`src/rtl/snake_display_pkg.sv`:
```
// Shared constants and types for the LED matrix display path.
// Rows are indexed 0..7, where row 0 is the frame's row_1.
package snake_display_pkg;

   localparam int unsigned NUM_ROWS = 8;
   localparam int unsigned NUM_COLS = 8;

   typedef enum logic [1:0] {S_IDLE, S_BLANK, S_DRIVE} scan_state_e;

   typedef logic [2:0] row_idx_t;

   function automatic logic [NUM_ROWS-1:0] row_onehot(input row_idx_t idx);
      logic [NUM_ROWS-1:0] oh;
      oh      = '0;
      oh[idx] = 1'b1;
      return oh;
   endfunction

endpackage

```
`src/rtl/scan_dwell_timer.sv`:
```
// Loadable down-counter shared by the blank and drive phases of the scanner.
// Loading N-1 makes expire_o pulse on the Nth cycle after the load.
module scan_dwell_timer #(
   parameter int unsigned WIDTH = 4
) (
   input  logic             clk_i,
   input  logic             rst_i,
   input  logic             load_i,
   input  logic [WIDTH-1:0] load_value_i,
   input  logic             clear_i,
   output logic             expire_o
);

   logic [WIDTH-1:0] count_q, count_d;
   logic             active_q, active_d;

   always_comb begin
      count_d  = count_q;
      active_d = active_q;
      if (clear_i) begin
         count_d  = '0;
         active_d = 1'b0;
      end else if (load_i) begin
         count_d  = load_value_i;
         active_d = 1'b1;
      end else if (active_q) begin
         // Stop at zero so an unreloaded timer expires exactly once.
         if (count_q == '0) begin
            active_d = 1'b0;
         end else begin
            count_d = count_q - 1'b1;
         end
      end
   end

   always_ff @(posedge clk_i or posedge rst_i) begin
      if (rst_i) begin
         count_q  <= '0;
         active_q <= 1'b0;
      end else begin
         count_q  <= count_d;
         active_q <= active_d;
      end
   end

   assign expire_o = active_q && (count_q == '0);

endmodule

```
`src/rtl/led_matrix_scanner.sv`:
```
// Row-multiplexed 8x8 LED matrix driver with a frame-boundary shadow buffer
// so the matrix only ever shows complete frames.
module led_matrix_scanner
   import snake_display_pkg::*;
#(
   parameter int unsigned CLK_DIV        = 1000,
   parameter int unsigned BLANK_CYCLES   = 2,
   parameter int unsigned COL_ACTIVE_LOW = 0
) (
   input  logic       clk,
   input  logic       rst,
   input  logic       enable,
   input  logic [7:0] row_1,
   input  logic [7:0] row_2,
   input  logic [7:0] row_3,
   input  logic [7:0] row_4,
   input  logic [7:0] row_5,
   input  logic [7:0] row_6,
   input  logic [7:0] row_7,
   input  logic [7:0] row_8,
   input  logic       load_req,
   output logic       load_ack,
   output logic [7:0] row_sel,
   output logic [7:0] col_out,
   output logic       frame_done
);

   localparam int unsigned MAX_CYCLES = (CLK_DIV > BLANK_CYCLES) ? CLK_DIV : BLANK_CYCLES;
   localparam int unsigned TIMER_W    = $clog2(MAX_CYCLES) + 1;
   localparam logic [TIMER_W-1:0] DRIVE_LOAD = TIMER_W'(CLK_DIV - 1);
   localparam logic [TIMER_W-1:0] BLANK_LOAD =
      TIMER_W'((BLANK_CYCLES > 0) ? BLANK_CYCLES - 1 : 0);
   localparam logic [NUM_COLS-1:0] COL_MASK = (COL_ACTIVE_LOW != 0) ? 8'hFF : 8'h00;
   localparam logic [NUM_COLS-1:0] COL_OFF  = COL_MASK;

   typedef logic [NUM_ROWS-1:0][NUM_COLS-1:0] frame_t;

   scan_state_e         state_q, state_d;
   row_idx_t            row_idx_q, row_idx_d;
   frame_t              shadow_q, shadow_d;
   frame_t              frame_in;
   logic                pending_q, pending_d;
   logic                load_ack_d, frame_done_d;
   logic [NUM_ROWS-1:0] row_sel_d;
   logic [NUM_COLS-1:0] col_out_d;

   logic                tmr_load, tmr_clear, tmr_expire;
   logic [TIMER_W-1:0]  tmr_value;
   logic                start_row, boundary, capture, new_req;

   assign frame_in = {row_8, row_7, row_6, row_5, row_4, row_3, row_2, row_1};

   scan_dwell_timer #(
      .WIDTH (TIMER_W)
   ) u_dwell (
      .clk_i        (clk),
      .rst_i        (rst),
      .load_i       (tmr_load),
      .load_value_i (tmr_value),
      .clear_i      (tmr_clear),
      .expire_o     (tmr_expire)
   );

   always_comb begin
      state_d      = state_q;
      row_idx_d    = row_idx_q;
      shadow_d     = shadow_q;
      pending_d    = pending_q;
      frame_done_d = 1'b0;
      tmr_load     = 1'b0;
      tmr_clear    = 1'b0;
      tmr_value    = DRIVE_LOAD;
      start_row    = 1'b0;
      boundary     = 1'b0;
      // A request still high during its own ack cycle is the old request.
      new_req      = load_req && !load_ack;

      if (!enable) begin
         state_d   = S_IDLE;
         row_idx_d = '0;
         tmr_clear = 1'b1;
      end else begin
         unique case (state_q)
            S_IDLE: begin
               boundary  = 1'b1;
               row_idx_d = '0;
               start_row = 1'b1;
            end
            S_BLANK: begin
               if (tmr_expire) begin
                  state_d   = S_DRIVE;
                  tmr_load  = 1'b1;
                  tmr_value = DRIVE_LOAD;
               end
            end
            S_DRIVE: begin
               if (tmr_expire) begin
                  start_row = 1'b1;
                  if (row_idx_q == row_idx_t'(NUM_ROWS - 1)) begin
                     row_idx_d    = '0;
                     frame_done_d = 1'b1;
                     boundary     = 1'b1;
                  end else begin
                     row_idx_d = row_idx_q + 3'd1;
                  end
               end
            end
            default: state_d = S_IDLE;
         endcase

         if (start_row) begin
            tmr_load = 1'b1;
            if (BLANK_CYCLES == 0) begin
               state_d   = S_DRIVE;
               tmr_value = DRIVE_LOAD;
            end else begin
               state_d   = S_BLANK;
               tmr_value = BLANK_LOAD;
            end
         end
      end

      capture = boundary && (pending_q || new_req);
      if (capture) begin
         shadow_d  = frame_in;
         pending_d = 1'b0;
      end else if (new_req) begin
         pending_d = 1'b1;
      end
      load_ack_d = capture;

      // Outputs are computed from next state so they register alongside it.
      if (state_d == S_DRIVE) begin
         row_sel_d = row_onehot(row_idx_d);
         col_out_d = shadow_d[row_idx_d] ^ COL_MASK;
      end else begin
         row_sel_d = '0;
         col_out_d = COL_OFF;
      end
   end

   always_ff @(posedge clk or posedge rst) begin
      if (rst) begin
         state_q    <= S_IDLE;
         row_idx_q  <= '0;
         shadow_q   <= '0;
         pending_q  <= 1'b0;
         load_ack   <= 1'b0;
         frame_done <= 1'b0;
         row_sel    <= '0;
         col_out    <= COL_OFF;
      end else begin
         state_q    <= state_d;
         row_idx_q  <= row_idx_d;
         shadow_q   <= shadow_d;
         pending_q  <= pending_d;
         load_ack   <= load_ack_d;
         frame_done <= frame_done_d;
         row_sel    <= row_sel_d;
         col_out    <= col_out_d;
      end
   end

endmodule

```
`config.mk`:
```
export PLATFORM = sky130hd
export DESIGN_NAME = led_matrix_scanner
export DESIGN_NICKNAME = d
export VERILOG_FILES = /design/src/rtl/snake_display_pkg.sv /design/src/rtl/scan_dwell_timer.sv /design/src/rtl/led_matrix_scanner.sv
export SDC_FILE = /design/constraint.sdc
export NUM_CORES = 1
export LEC_CHECK = 0
export ABC_AREA = 1
export CORE_AREA = 4 4 104 131
export CTS_CLUSTER_DIAMETER = 60
export CTS_CLUSTER_SIZE = 28
export DETAILED_ROUTE_END_ITERATION = 10
export DIE_AREA = 0 0 108 135
export HOLD_SLACK_MARGIN = 0.05
export PLACE_DENSITY = 0.61
export SKIP_LAST_GASP = 1
export SLEW_MARGIN = 0
export SYNTH_ARGS = -nofsm -noshare
export SYNTH_HDL_FRONTEND = slang
export SYNTH_SLANG_ARGS = --single-unit
```
`constraint.sdc`:
```
create_clock -name clk -period 3.38 [get_ports clk]
set_clock_uncertainty 0.2 [all_clocks]
set_input_delay 0.507 -clock clk [delete_from_list [all_inputs] [get_ports clk]]
set_output_delay 0.507 -clock clk [all_outputs]
set_load 0.005 [all_outputs]
```
==> results of run 1 <==
-- cell usage in the layout, fill, tap and decap left out, types with 2 or more instances in the layout --
cell type        instances
inv_2                    6
a21oi_1                  7
inv_1                   72
o22ai_1                  5
clkinv_2                 2
nand2_2                  6
nand2_1                262
o21ai_0                  8
xor2_1                   2
nor2_2                   7
clkbuf_16                9
o21ai_1                  8
nand3_1                 49
dfrtp_1                100
nand4_1                 21
clkdlybuf4s50_1         85
buf_4                    9
nor3_1                   4
ha_1                     4
nor2_1                  38
-- power by group --
group	switching (mW)	internal, mW
sequential	0.119	1.55
clock	0.432	0.514
combinational	0.779	0.463
-- kinds of logic (layout without fill, tap and decap cells) --
family	after synthesis	count (layout)	synth area share
AND/OR/NAND/NOR	394	394	0.345
buffers and inverters	103	189	0.0882
flip-flops	100	100	0.516
AO/OA/AOI/OAI	32	32	0.0374
adder cells (fa/ha/maj)	4	4	0.0103
XOR/XNOR	2	2	0.00361
-- final cells by class --
type	count	area (sq um)	area share
Clock inverter	4	26.3	0.00428
Inverter	79	299	0.0487
Sequential cell	100	2500	0.407
Multi-Input combinational cell	432	1920	0.313
Tap cell	168	210	0.0342
Clock buffer	11	243	0.0395
Timing Repair Buffer	95	938	0.153
-- sequential cells by signal, summed over array words and instances (netlist names) --
signal	flops
pending_q	1
frame_done	1
u_dwell.active_q	1
row_sel	8
row_idx_q	3
state_q	2
load_ack	1
u_dwell.count_q	11
shadow_q	64
col_out	8
-- critical path: cells and delay by family, from the launching register on --
kind	cells	cell delay (ns)
flip-flops	1	0.40
AND/OR/NAND/NOR	10	1.23
buffers and inverters	2	0.41
AO/OA/AOI/OAI	1	0.22
adder cells (fa/ha/maj)	1	0.16
-- per-stage QoR --
step | std cells | hold slack, ns | area [sq um] | setup WS (ns) | total power, mW
5_1_grt | 889 | 0.283 | 6140 | 0.385 | 4.17
6_report | 889 | 0.267 | 6140 | 0.644 | 3.86
3_5_place_dp | 874 | 0.255 | 5870 | 0.521 | 2.94
2_1_floorplan | 635 | 0.237 | 4850 | 0.0542 | 2.60
3_3_place_gp | 874 | 0.250 | 5870 | 0.592 | 2.90
4_1_cts | 889 | 0.270 | 6140 | 0.617 | 3.89
-- worst max-delay path by stage --
stage	startpoint	endpoint	slack [ns]
after floorplan	rst	col_out[0]	0.05
after global placement	enable	col_out[7]	0.59
after detailed placement	enable	col_out[7]	0.52
after CTS	u_dwell.count_q[0]	col_out[7]	0.62
after global routing	u_dwell.count_q[0]	col_out[2]	0.38
final	u_dwell.count_q[0]	col_out[2]	0.64
-- layer usage --
metal / wire length, um / part of all wire / track usage / vias to the layer above
li1: - / - / - / 2136
met1: 5550 / 0.45 / 0.237 / 1944
met2: 6020 / 0.49 / 0.293 / 96
met3: 540 / 0.044 / 0.0368 / 14
met4: 194 / 0.016 / 0.0582 / 0
met5: 0 / 0 / 0 / -
==> flow_metrics.env, run 1 <==
export IMPL_status="finished, final reports clean"
export IMPL_powerDensity_mw_per_mm2=628
export IMPL_worst_setup_path_type="reg -> reg"
export IMPL_path_max_fanout=30
export IMPL_worstHoldPathType="reg -> reg"
export IMPL_post_cts_setup_buffers=0
export IMPL_vias_per_cell=4.71
export IMPL_postSynthAreaPerCell_sq_um=7.64
export IMPL_period_share=0.809
export IMPL_ys_warn_count=0
export IMPL_area_delta_synth_final_pct=26.6
export IMPL_reg2reg_slack_ns=0.64
export IMPL_postCtsHoldBufs=0
export IMPL_final_max_slew_violation_count=0
export IMPL_ys_ff_latch=100
export IMPL_cap_violations=0
export IMPL_layout_drive_gt1_share=0.0693
export IMPL_period_needed_ns=2.74
export IMPL_cts_buffers=9
export IMPL_cts_reportedPaths_clkPinSlew_ns=0.07
export IMPL_worst_pin_slew_ns=0.589
export IMPL_synth_area_leaders="dfrtp_1 (52%), nand2_1 (20%), inv_1 (5.6%)"
export IMPL_hold_start="shadow_q[55]"
export IMPL_drcViolationCount=0
export IMPL_finalSetupTns_ns=0
export IMPL_cpPeakStageDelay_ns=0.40
export IMPL_die_w_um=108
export IMPL_routabilityCongestion=0.870
export IMPL_syn_inst=635
export IMPL_ys_seq_area_frac=0.516
export IMPL_synth_common_cells="nand2_1 (262), dfrtp_1 (100), inv_1 (73), nand3_1 (49), nor2_1 (38)"
export IMPL_end_kind="flop"
export IMPL_fp_coreArea_sq_mm=0.0125
export IMPL_cp_cell_sequence="inv_1, ha_1, nand2_1, nor2_4, nand4_2, nand2_2, nand3_4, buf_4, o21ai_1, nand2_1, nand3_1, nand2_1, nor2_1, nor2_1"
export IMPL_clk_latency_ns=0.34
export IMPL_post_synth_num_cell_types=31
export IMPL_root_buffer="clkbuf_16"
export IMPL_grtUsageTotal=0.178
export IMPL_io_pins=86
export IMPL_grt_pass1_wl_mm=20.4
export IMPL_setup_viol=0
export IMPL_reg2reg_to="col_out[2]"
export IMPL_power_leakage_nw=3.16
export IMPL_max_freq_mhz=365
export IMPL_grt_setup_unrepaired="no"
export IMPL_min_to="shadow_q[55]"
export IMPL_critPathRequiredTime_ns=3.41
export IMPL_vdd_drop_max_mv=0.281
export IMPL_h_tree_depth=3
export IMPL_yosysMostFrequentCell="nand2_1"
export IMPL_synthArstFlopShare=1.00
export IMPL_port_buffers=85
export IMPL_grt_pass1_vias=4209
export IMPL_clock_sinks=100
export IMPL_ant_nets=0
export IMPL_critPathLaunchType="flop"
export IMPL_place_hpwl_mm=8.88
export IMPL_clockBufferDepth=2
export IMPL_synth_edf_count=0
export IMPL_grt_max_degree=48
export IMPL_initial_core_util=0.389
export IMPL_finalNetCount=789
export IMPL_die_area_sq_mm=0.0146
export IMPL_cp_slowest_cell="dfrtp_1"
export IMPL_utilization=0.492
export IMPL_worst_endpoint_arrival_ns=2.77
export IMPL_vias=4190
export IMPL_synthFlopType="dfrtp_1"
export IMPL_crit_top_cell="nand2_1"
export IMPL_gr_total_overflow=0
export IMPL_syn_nets=707
export IMPL_timing_rr_start="u_dwell.count_q[0]"
export IMPL_drt_wl_total_mm=12.3
export IMPL_synth_top_area_share=0.516
export IMPL_tritoncts="built"
export IMPL_nFillCells=1255
export IMPL_finalHoldViolCount=0
export IMPL_wl_per_cell_um=13.8
export IMPL_antenna_diode_count=0
export IMPL_die_y_um=135
export IMPL_antenna_found_initial=0
export IMPL_cts_resized=0
export IMPL_slew_headroom=0.608
export IMPL_synth_area_sq_mm=0.00485
export IMPL_rows=46
export IMPL_holdPathStages=2
export IMPL_drtIter0Drc=213
export IMPL_dr_pass1_iters=5
export IMPL_ff2ff_path_depth=14
export IMPL_synth_area_leader_cell="dfrtp_1"
Note: power is estimated with default switching activity, not from simulation.
==> inputs of run 2 (changes only) <==
--- a/config.mk
+++ b/config.mk
@@ -12,7 +12,7 @@
 export DETAILED_ROUTE_END_ITERATION = 10
 export DIE_AREA = 0 0 108 135
 export HOLD_SLACK_MARGIN = 0.05
-export PLACE_DENSITY = 0.61
+export PLACE_DENSITY = 0.58
 export SKIP_LAST_GASP = 1
 export SLEW_MARGIN = 0
 export SYNTH_ARGS = -nofsm -noshare
==> constraint.sdc (replaced) <==
create_clock -name clk -period 2.7 [get_ports clk]
set_clock_uncertainty 0.2 [all_clocks]
set_input_delay 0.405 -clock clk [delete_from_list [all_inputs] [get_ports clk]]
set_output_delay 0.405 -clock clk [all_outputs]
set_load 0.005 [all_outputs]
==> flow_metrics.env, run 2 (synthesis results as in run 1) <==
export IMPL_status="finished, final reports clean"
export IMPL_vias=4242
export IMPL_port_buffers=85
export IMPL_antenna_found_initial=0
export IMPL_end_kind="flop"
export IMPL_most_common_layout_cells="nand2_1 (262), dfrtp_1 (100), clkdlybuf4s50_1 (85)"
export IMPL_worst_endpoint_arrival_ns=2.54
export IMPL_grt_pass1_vias=4166
export IMPL_initial_core_util=0.389
export IMPL_period_needed_ns=2.50
export IMPL_finalNetCount=795
export IMPL_clockBufferDepth=2
export IMPL_critPathRequiredTime_ns=2.73
export IMPL_grtUsageTotal=0.178
export IMPL_clk_latency_ns=0.34
export IMPL_ff2ff_path_depth=14
export IMPL_grt_pass1_wl_mm=20.4
export IMPL_die_w_um=108
export IMPL_routabilityCongestion=0.853
export IMPL_ant_nets=0
export IMPL_timing_rr_start="row_idx_q[0]"
export IMPL_rows=46
export IMPL_gr_total_overflow=0
export IMPL_period_share=0.928
export IMPL_tritoncts="built"
export IMPL_die_y_um=135
export IMPL_drcViolationCount=0
export IMPL_die_area_sq_mm=0.0146
export IMPL_nFillCells=1229
export IMPL_max_freq_mhz=399
export IMPL_power_leakage_nw=3.22
export IMPL_regArea_sq_mm=0.00250
export IMPL_pre_cts_ws_ns=0.151
export IMPL_reg2reg_slack_ns=0.20
export IMPL_final_max_slew_violation_count=0
export IMPL_largest_register="shadow_q"
export IMPL_powerDensity_mw_per_mm2=792
export IMPL_wl_per_cell_um=13.8
export IMPL_worst_pin_slew_ns=0.680
export IMPL_area_delta_synth_final_pct=29.0
export IMPL_holdPathStages=2
export IMPL_critPathLaunchType="flop"
export IMPL_clock_sinks=100
export IMPL_min_to="shadow_q[32]"
export IMPL_antenna_diode_count=0
export IMPL_io_pins=86
export IMPL_hold_start="shadow_q[32]"
export IMPL_setup_ws_ns=0.195
export IMPL_largest_reg_flops=64
export IMPL_root_buffer="clkbuf_16"
export IMPL_setup_viol=0
export IMPL_mostFrequentLayoutCell="nand2_1"
export IMPL_worst_setup_path_type="reg -> reg"
export IMPL_cap_violations=0
export IMPL_largestRegisters="shadow_q (64), u_dwell.count_q (11)"
export IMPL_grt_setup_unrepaired="no"
export IMPL_cts_reportedPaths_clkPinSlew_ns=0.06
export IMPL_finalHoldViolCount=0
export IMPL_finalSetupTns_ns=0
export IMPL_place_hpwl_mm=9.08
export IMPL_dr_pass1_iters=5
export IMPL_vias_per_cell=4.74
export IMPL_slew_headroom=0.546
export IMPL_h_tree_depth=3
export IMPL_layout_drive_gt1_share=0.0757
export IMPL_drt_wl_total_mm=12.4
export IMPL_vdd_drop_max_mv=0.399
export IMPL_cts_buffers=9
export IMPL_post_cts_setup_buffers=0
export IMPL_reg2reg_to="col_out[7]"
export IMPL_worstHoldPathType="reg -> reg"
export IMPL_postCtsHoldBufs=0
export IMPL_fp_coreArea_sq_mm=0.0125
export IMPL_grt_max_degree=41
export IMPL_multi_input_area_sq_mm=0.00194
export IMPL_hold_ws_ns=0.268
export IMPL_path_max_fanout=34
export IMPL_drtIter0Drc=183
run 2: cell count changes in the layout (fill, tap and decap cells not counted):
cell	previous run	this run
buf_6	0	1
inv_4	1	0
clkinv_4	1	0
nand2_4	0	1
buf_4	9	11
nor2_2	7	8
nand3_4	1	2
nor2_1	38	37
clkinv_2	2	1
nand2_2	6	5
buf_12	1	4
clkbuf_1	1	3
bufinv_16	0	1
nand3_2	1	0
run 2: timing repair:
item / 4_1_cts / 5_1_grt
endpoints found under the hold margin: 0 / 0
setup endpoints to repair: 0 / 11
gates resized for setup: 0 / 4
run 2: worst max-delay path, cell delays in order (launching register included):
cell     delay, ns
dfrtp_1       0.41
ha_1          0.22
ha_1          0.21
or2_2         0.30
nand4_1       0.09
nand3_1       0.09
nand2_1       0.11
nand2_4       0.11
inv_2         0.09
buf_12        0.18
nand2_1       0.07
nand3_1       0.07
nand2_1       0.05
nor2_1        0.12
nor2_1        0.06
run 2: power by group:
group	switching [mW]	internal, mW
clock network	0.521	0.738
logic	1.01	0.595
registers	0.146	1.95
run 2: worst max-delay path by stage:
stage | from | end
3_3_place_gp | enable | col_out[7]
5_1_grt | u_dwell.count_q[0] | col_out[4]
3_5_place_dp | enable | col_out[7]
6_report | row_idx_q[0] | col_out[7]
4_1_cts | u_dwell.count_q[0] | col_out[4]
2_1_floorplan | row_idx_q[0] | col_out[0]
run 2: area by class of cell:
type,count,share of cell area
inverters,79,0.0480
well taps,168,0.0336
flip-flops and latches,100,0.400
multi-input cells,432,0.310
clock inverters,2,0.00560
repair buffers,101,0.164
clock buffers,13,0.0400
run 2: routing by layer:
layer / wire length, um / global-route usage
met1: 5440 / 0.228
met2: 6070 / 0.298
met3: 626 / 0.0306
met4: 240 / 0.0730
met5: 0 / 0
run 2: metrics by stage:
| stage | power (mW) | cell area [sq um] | utilization | std cells |
|---|---|---|---|---|
| floorplan | 3.25 | 4860 | - | 635 |
| global placement | 3.68 | 5960 | 0.477 | 880 |
| detailed placement | 3.71 | 5960 | 0.477 | 880 |
| CTS | 5.00 | 6240 | 0.500 | 895 |
| global route | 5.33 | 6260 | 0.501 | 895 |
| finish | 4.96 | 6260 | 0.501 | 895 |
==> inputs of run 3 (changes only) <==
--- a/config.mk
+++ b/config.mk
@@ -11,8 +11,10 @@
 export CTS_CLUSTER_SIZE = 28
 export DETAILED_ROUTE_END_ITERATION = 10
 export DIE_AREA = 0 0 108 135
+export DONT_BUFFER_PORTS = 1
 export HOLD_SLACK_MARGIN = 0.05
-export PLACE_DENSITY = 0.58
+export PLACE_DENSITY = 0.49
+export REMOVE_ABC_BUFFERS = 1
 export SKIP_LAST_GASP = 1
 export SLEW_MARGIN = 0
 export SYNTH_ARGS = -nofsm -noshare
==> flow_metrics.env, run 3 (synthesis results as in run 1) <==
export IMPL_critPathLaunchType="flop"
export IMPL_rows=46
export IMPL_intPower_mw=3.24
export IMPL_post_cts_setup_buffers=0
export IMPL_mostFrequentLayoutCell="nand2_1"
export IMPL_finalNetCount=762
export IMPL_cts_buffers=9
export IMPL_die_w_um=108
export IMPL_die_y_um=135
export IMPL_h_tree_depth=3
export IMPL_switching_share=0.342
export IMPL_hold_start="row_5[7]"
export IMPL_final_max_slew_violation_count=0
export IMPL_antenna_diode_count=0
export IMPL_most_common_layout_cells="nand2_1 (261), dfrtp_1 (100), inv_1 (71)"
export IMPL_gr_total_overflow=0
export IMPL_cp_cell_sequence="inv_1, ha_1, nand2_1, nor2_4, nand3_2, or2_0, nand2_1, nand2_1, nand2_4, nand2_1, nand2_2, nand3_1, nand2_1, nor2_1"
export IMPL_vias=4105
export IMPL_largest_register="shadow_q"
export IMPL_grt_setup_unrepaired="yes"
export IMPL_grt_max_degree=55
export IMPL_worstHoldPathType="in -> reg"
export IMPL_combPwrFrac=0.314
export IMPL_initial_core_util=0.389
export IMPL_place_hpwl_mm=8.71
export IMPL_nFillCells=1277
export IMPL_clk_latency_ns=0.35
export IMPL_finalHoldViolCount=0
export IMPL_drtIter0Drc=205
export IMPL_grt_pass1_wl_mm=20.3
export IMPL_hold_ws_ns=0.0544
export IMPL_clockBufferDepth=2
export IMPL_period_share=0.911
export IMPL_path_max_fanout=13
export IMPL_holdPathStages=2
export IMPL_vias_per_cell=4.76
export IMPL_io_pins=86
export IMPL_status="finished, final reports clean"
export IMPL_worst_pin_slew_ns=0.576
export IMPL_grt_pass1_vias=4126
export IMPL_cts_reportedPaths_clkPinSlew_ns=0.06
export IMPL_end_kind="flop"
export IMPL_wl_per_cell_um=14.0
export IMPL_crit_top_cell="nand2_1"
export IMPL_slew_headroom=0.616
export IMPL_powerDensity_mw_per_mm2=830
export IMPL_worst_setup_path_type="reg -> reg"
export IMPL_clkPwrFrac=0.261
export IMPL_power_leakage_nw=3.11
export IMPL_drcViolationCount=0
export IMPL_clock_sinks=100
export IMPL_timing_rr_start="u_dwell.count_q[0]"
export IMPL_reg2reg_slack_ns=0.24
export IMPL_setup_viol=0
export IMPL_antenna_found_initial=0
export IMPL_layout_drive_gt1_share=0.0791
export IMPL_p_total_mw=4.93
export IMPL_largest_reg_flops=64
export IMPL_port_buffers=0
export IMPL_max_freq_mhz=406
export IMPL_vdd_drop_max_mv=0.378
export IMPL_cp_slowest_cell="dfrtp_1"
export IMPL_reg2reg_to="col_out[4]"
export IMPL_worst_endpoint_arrival_ns=2.50
export IMPL_largestRegisters="shadow_q (64), u_dwell.count_q (11)"
export IMPL_p_seq_frac=0.425
export IMPL_area_delta_synth_final_pct=22.3
export IMPL_root_buffer="clkbuf_16"
export IMPL_dr_pass1_iters=4
export IMPL_cpPeakStageDelay_ns=0.39
export IMPL_period_needed_ns=2.46
export IMPL_ff2ff_path_depth=14
export IMPL_fp_coreArea_sq_mm=0.0125
export IMPL_finalSetupTns_ns=0
export IMPL_min_to="shadow_q[39]"
export IMPL_utilization=0.475
export IMPL_critPathRequiredTime_ns=2.74
export IMPL_p_sw_mw=1.69
export IMPL_grtUsageTotal=0.177
export IMPL_die_area_sq_mm=0.0146
export IMPL_drt_wl_total_mm=12.1
export IMPL_tritoncts="built"
export IMPL_routabilityCongestion=0.814
export IMPL_cap_violations=0
export IMPL_ant_nets=0
==> run 3: layer usage <==
| metal | part of all wire | wire length, um | vias to the layer above | track usage |
|---|---|---|---|---|
| li1 | - | - | 2087 | - |
| met1 | 0.45 | 5470 | 1918 | 0.235 |
| met2 | 0.49 | 5870 | 81 | 0.285 |
| met3 | 0.041 | 498 | 19 | 0.0368 |
| met4 | 0.021 | 257 | 0 | 0.0639 |
| met5 | 0 | 0 | - | 0 |
==> run 3: per-stage QoR <==
stage               setup WS [ns]  instances  area [sq um]
finish                      0.240        863          5940
global route            -0.000298        863          5940
CTS                        0.0971        863          5920
detailed placement          0.111        792          5070
global placement            0.156        792          5070
floorplan                  -0.524        611          4720
==> run 3: worst max-delay path: cells and delay by family (launching register included) <==
family                     cells  cell delay [ns]
adders and majority gates      1             0.16
buffers and inverters          1             0.14
and+or+nand+nor               12             1.44
DFF                            1             0.39
==> run 3: worst max path at each step <==
stage,startpoint,to,slack [ns],depth (start not counted)
floorplan,rst,col_out[0],-0.52,1
global placement,u_dwell.count_q[0],col_out[4],0.16,14
detailed placement,u_dwell.count_q[0],col_out[6],0.11,14
CTS,u_dwell.count_q[0],col_out[6],0.1,14
global route,u_dwell.count_q[0],col_out[5],-0.0003,14
finish,u_dwell.count_q[0],col_out[4],0.24,14
==> run 3: layout make-up <==
class | count | area [sq um] | area share
clock buffers | 13 | 250 | 0.0421
clock inverters | 3 | 46.3 | 0.00780
inverters | 79 | 299 | 0.0504
multi-input cells | 432 | 1940 | 0.327
flip-flops and latches | 100 | 2500 | 0.421
well taps | 168 | 210 | 0.0354
repair buffers | 68 | 686 | 0.115
==> run 3: repair_timing <==
action,CTS,global route
resized for setup,0,6
setup endpoints to repair,0,7
endpoints found under the hold margin,101,0
hold buffers,55,0
==> run 3: power groups by stage <==
stage | Combinational [mW] | Clock, mW | Sequential [mW]
floorplan | 1.13 | 0 | 2.08
CTS | 1.57 | 1.33 | 2.10
global route | 1.80 | 1.39 | 2.14
global placement | 1.48 | 0 | 2.11
finish | 1.55 | 1.28 | 2.09
detailed placement | 1.49 | 0 | 2.12
